<file path="config.mk">
export PLATFORM = sky130hd
export DESIGN_NAME = dm_port_arbiter
export DESIGN_NICKNAME = d
export VERILOG_FILES = /design/src/rtl/dm_port_arbiter.sv
export SDC_FILE = /design/constraint.sdc
export NUM_CORES = 1
export LEC_CHECK = 0
export CORE_AREA = 3 3 108 110
export CTS_BUF_LIST = sky130_fd_sc_hd__clkbuf_8
export DETAILED_ROUTE_END_ITERATION = 16
export DIE_AREA = 0 0 111 113
export PLACE_DENSITY = 0.71
export RECOVER_POWER = 25
export SLEW_MARGIN = 30
export SYNTH_ARGS = -nofsm -noshare
export SYNTH_HDL_FRONTEND = slang
export SYNTH_SLANG_ARGS = --single-unit
</file>
<file path="constraint.sdc">
create_clock -name clk -period 4.8 [get_ports clk]
set_input_delay 0.72 -clock clk [delete_from_list [all_inputs] [get_ports clk]]
set_output_delay 0.72 -clock clk [all_outputs]
set_load 0.01 [all_outputs]
</file>
<file path="src/rtl/dm_port_arbiter.sv">
// rtl/dm_port_arbiter.sv - shares the data memory between the MEM stage and an external word port
// MEM stage wins by default; a starvation counter forces one external slot after STARVE_LIMIT denials.
module dm_port_arbiter #(
  parameter int STARVE_LIMIT = 4,
  parameter int DM_WORDS     = 3072
) (
  input  logic        clk,
  input  logic        reset,
  input  logic        cpuMemReq,
  input  logic        cpuWrite,
  input  logic [31:0] cpuAddr,
  input  logic [31:0] cpuWdata,
  output logic [31:0] cpuRdata,
  output logic        cpuStall,
  input  logic        extReq,
  input  logic        extWrite,
  input  logic [31:0] extAddr,
  input  logic [31:0] extWdata,
  output logic        extGnt,
  output logic [31:0] extRdata,
  output logic        extRvalid,
  output logic        extErr,
  output logic [11:0] dmAddr,
  output logic [31:0] dmWdata,
  output logic        dmWrite,
  input  logic [31:0] dmRdata
);

  localparam int CW = ($clog2(STARVE_LIMIT + 1) > 3) ? $clog2(STARVE_LIMIT + 1) : 3;
  localparam logic [CW-1:0] LIMIT = CW'(STARVE_LIMIT);
  localparam logic [29:0] WORDS = 30'(DM_WORDS);

  typedef enum logic {CPU = 1'b0, FORCE = 1'b1} stateT;

  stateT         state;
  logic [CW-1:0] waitCnt;
  logic [CW-1:0] waitInc;
  logic          cpuInRange;
  logic          extInRange;
  logic          cpuServed;
  logic          unusedBits;

  assign cpuInRange = cpuAddr[31:2] < WORDS;
  assign extInRange = extAddr[31:2] < WORDS;
  assign waitInc    = (waitCnt == LIMIT) ? waitCnt : waitCnt + CW'(1);
  assign unusedBits = ^{cpuAddr[1:0], extAddr[1:0]};

  always_comb begin
    extGnt    = (state == FORCE) | (extReq & ~cpuMemReq);
    cpuStall  = (state == FORCE) & cpuMemReq;
    cpuServed = cpuMemReq & ~extGnt;
    if (extGnt) begin
      dmAddr  = extAddr[13:2];
      dmWdata = extWdata;
      // a forced grant to a requester that already dropped extReq must not write
      dmWrite = extReq & extWrite & extInRange & ~reset;
    end else begin
      dmAddr  = cpuAddr[13:2];
      dmWdata = cpuWdata;
      dmWrite = cpuMemReq & cpuWrite & cpuInRange & ~reset;
    end
    cpuRdata = (cpuServed & cpuInRange) ? dmRdata : 32'h0;
  end

  always_ff @(posedge clk) begin
    if (reset) begin
      state     <= CPU;
      waitCnt   <= '0;
      extRvalid <= 1'b0;
      extErr    <= 1'b0;
      extRdata  <= 32'h0;
    end else begin
      extRvalid <= extGnt;
      extErr    <= extGnt & ~extInRange;
      if (extGnt) extRdata <= extInRange ? dmRdata : 32'h0;
      waitCnt <= (extGnt | ~extReq) ? '0 : waitInc;
      // FORCE lasts one cycle; waitCnt restarts so the MEM stage is served right after
      state <= (state == CPU && extReq && !extGnt && waitInc == LIMIT) ? FORCE : CPU;
    end
  end

endmodule
</file>
After elaboration in Yosys (flattened, before gate mapping)
Cells that the tools add are included.
Widths: inputs -> output; s select.
- output and inout bits: 113
- input port bits: 166
- bits in registers: 38
- word-level logic and storage cells: 41
- order comparisons: 2
- equal/unequal tests: 2
- mux-type cells: 7
- reduce and logical (&&, ||, !) cells: 5
- $add $sub $neg: 1
- bitwise logic cells: 19
- operators with widths (kind ; count):
    $mux 32 ; 3
    $lt 30x12->1 const B ; 2
    $mux 12 ; 1
    $and 1x1->1 ; 11
    $eq 3x3->1 const B ; 2
    $not 1->1 ; 6
    $add 3x1->3 const B ; 1
    $logic_and 1x1->1 ; 3
    $mux 3 ; 1
    $mux 1 ; 2
    $or 1x1->1 ; 2
    $reduce_or 2->1 ; 1
    $logic_not 1->1 ; 1

Longest topological paths before layout
Gate-level depths: netlist of run 1.
- word-level depth: 7
- depth in mapped cells: 5
- gate-level depth less buffers: 5

Worst setup path before layout of run 1
Ideal clock, no wire load.
- path type: in2out
- start: in extAddr[18]
- end: out dmWrite
- stages on the path: 3
- data arrival time: 1.982 ns
- buffers on the path: 0
- setup slack: 2.098 ns
- data required time: 4.080 ns
- path through: or4_1 or4b_1 o32ai_1
- word-level cells in the longest chain between the ends: 4
- RTL lines (what ; line ; RTL):
    start: declaration ; 17 ; input logic [31:0] extAddr,
    $lt 30x12->1 ; 44 ; assign extInRange = extAddr[31:2] < WORDS;
    $and 1x1->1 (2 in a row) ; 56 ; dmWrite = extReq & extWrite & extInRange & ~reset;
    $mux 1 ; 52 ; if (extGnt) begin
    end: declaration ; 25 ; output logic dmWrite,
Every way passes these cells.

Worst setup path in the final report of run 1
- start: in reset
- end: out dmWrite
- word-level cells in the longest chain between the ends: 3
- elaborated cells on any way between the ends: 4
- classes of those cells: 1 x mux; 3 x bitwise
- RTL lines (what ; line ; RTL):
    start: declaration ; 8 ; input logic reset,
    $not 1->1 (*) ; 56, 60 ;
    $and 1x1->1 (on tied branches) ; 60, 56 ;
    $mux 1 (*) ; 52 ;
Mark *: on every way between the ends. The rest lies on a longest branch, timed or not.

==> results of run 1 <==
-- per-layer routing --
layer | vias up | wire length, um | GRT usage, %
li1 | 1738 | - | -
met1 | 1680 | 5230 | 23.6
met2 | 160 | 6880 | 37.4
met3 | 13 | 990 | 5.29
met4 | 2 | 113 | 2.55
met5 | - | 7 | 0
-- worst max-delay path by stage --
stage | startpoint | endpoint | slack (ps) | cells past startpoint
floorplan | extAddr[18] | dmWrite | 2100 | 3
CTS | cpuMemReq | cpuRdata[7] | 840 | 6
detailed placement | cpuMemReq | cpuRdata[7] | 870 | 6
global placement | cpuMemReq | cpuRdata[7] | 900 | 6
global route | reset | dmWrite | 430 | 6
finish | reset | dmWrite | 590 | 6
-- cell usage in the layout (no fill, tap or decap), types with 2 or more instances in the layout --
master,instances
clkdlybuf4s50_1,239
mux2_2,44
dfxtp_1,37
inv_1,36
dlygate4sd3_1,35
nor3_1,34
o2111ai_1,32
nor4b_1,29
o21bai_1,29
nor4_1,9
buf_4,8
clkbuf_8,6
nor2_1,3
o2bb2ai_1,3
nand4_1,2
nand2_1,2
or4_1,2
a211oi_1,2
nand3_1,2
nor3b_1,2
o21ai_0,2
ha_1,2
clkbuf_1,2
-- final cells by class --
type	count	area [sq um]	area share (%)
flip-flops and latches	38	762	13.3
clock buffers	6	82.6	1.44
well taps	140	175	3.06
inverters	37	139	2.43
clock inverters	2	12.5	0.219
repair buffers	284	2810	49.1
multi-input cells	213	1740	30.5
-- critical path, stage by stage --
cell and delay, ps:
dlygate4sd3_1 550, clkbuf_1 1200, clkinv_1 270, nand2_1 150
o32ai_1 80, clkdlybuf4s50_1 520
-- cells by family after synthesis --
logic type               after synthesis
AO/OA/AOI/OAI                         72
AND/OR/NAND/NOR                       95
adder cells (fa/ha/maj)                2
multiplexers                          44
buffers and inverters                 73
flip-flops                            38
-- flip-flops by register name, indices dropped and copies added (netlist names) --
register,flops
extRvalid,1
state,1
extErr,1
extRdata,32
waitCnt,3
-- power breakdown --
group,switching [mW],internal [mW]
combinational,0.102,0.199
sequential,0.000529,0.316
clock,0.126,0.116
==> metrics.txt, run 1 <==
status finished, violations left; failing checks max-capacitance violations, max-slew violations; share of layout cells above drive strength 1 11.0%; DP Cell Count 712; Final Setup Violations 0; CTS Root Cell clkbuf_8; Clock Latency Late Sink 300 ps; Synth Cell Area 2770 sq um; Pleak 2.09 nW; pwr/cell area 150 nW/um^2; die width 111 um; Hold Vio Cnt, Final 0; startpoint class of the critical path primary input; CTS Buffer Depth 2; Mapped Cells 324; Antenna Cells 0; max_slew headroom -12.2%; Hold Crit Endpoint extRdata[13]$_SDFFE_PP0N_; Synth area leader dfxtp_1; Crit Reg-Reg Endpoint extErr$_SDFF_PP0_; Min-Delay Path Class reg2reg; RR Startpoint state$_SDFF_PP0_; cts hold-fix bufs 0; setup bufs post-CTS 0; element type at the critical path end output pin; kind of critical path in2out; core area 10800 sq um; total CTS buffers 5; vias 3593; # rows 38; Arrival @ worst endpoint 3490 ps; top_reg_cell synth dfxtp_1; TNS Setup 0 ps; Vias per Instance 4.99; R2R depth 3; fin cells 720; area of placed instances 5640 sq um; Syn-to-layout area delta 107%; Syn Area/Cell 8.55 sq um; fin crit period 4210 ps; f_max 238 MHz; CTS tree yes; cts repair resizes 0; post-synthesis sequential area ratio 27.5%; Post-Layout Inst Area 5730 sq um; vias in the first global route 3633; RSZ-0062 raised after global routing no; 1st-iter DRT viols 159; adder-cell area share of the yosys netlist 0.903%; Port Buffers 274; I/O pin cnt 279; first-pass GRT wire length 20.3 mm; Worst R2R Setup Slack 3310 ps; Wirelength per Cell 18.4 um; top post-synthesis cells by area dfxtp_1 (27%), mux2_2 (18%), o2111ai_1 (10%); hold depth 1; Starting Density 25.7%; XOR/XNOR share of the synthesized area 0%; Worst Max-Slew Pin Slew 1680 ps; Synth top area share 27.5%; hold slack 473 ps; Fill cells 1021; Max FO, Critical Path 31; Num Clock Sinks 38; die area 12500 sq um; mux cell area share after synthesis 17.9%; Post-DRT Antenna Nets 0; fraction of registers with async set/reset 0%; htree depth 2; peak supply drop 0.0940 mV; #FFs+latches synth 38; top-count cell post-synth mux2_2; fin util 53.0%; Critical Path RT 4080 ps; top cells by count, synth mux2_2 (44), dfxtp_1 (38), inv_1 (36), nor3_1 (34), o2111ai_1 (32); final wirelength 13.2 mm; Final period util 87.6%; clk slew on worst S/H paths 70 ps; post-detail-place hpwl 10.4 mm; clock skew 13.7 ps; crit path setup slack, layout 593 ps; Post-synth EDFFs 0; Overall Power 0.859 mW; DP Worst Slack 866 ps; max_cap viols 2; antenna violations before repair 1; Congestion Overflow GR 0; max-slew violations 67; Netlist cell types 34; die height 113 um; routability congestion estimate 0.855; area fraction in compound gates after synthesis 21.0%; # nets final 747; first-pass detailed-route iteration total 4; main combinational cell family by area after synthesis simple AND/OR/NAND/NOR gates; Worst Hold Launch extRdata[13]$_SDFFE_PP0N_; Syn. warnings 0; GRT Total Usage 20.0%; DRC viols 0; Post-Syn Nets 492; largest net degree at the start of global routing 67; Simple-Gate Fraction of Synth Area 22.4%
No activity file was read; power rests on OpenSTA's default activity.
==> inputs of run 2 (changes only) <==
Settings changed: CTS_CLUSTER_DIAMETER set to 120, SKIP_LAST_GASP set to 1.
==> results of run 2 <==
Same layout as run 1: the final DEF is identical, and so are final timing and power.
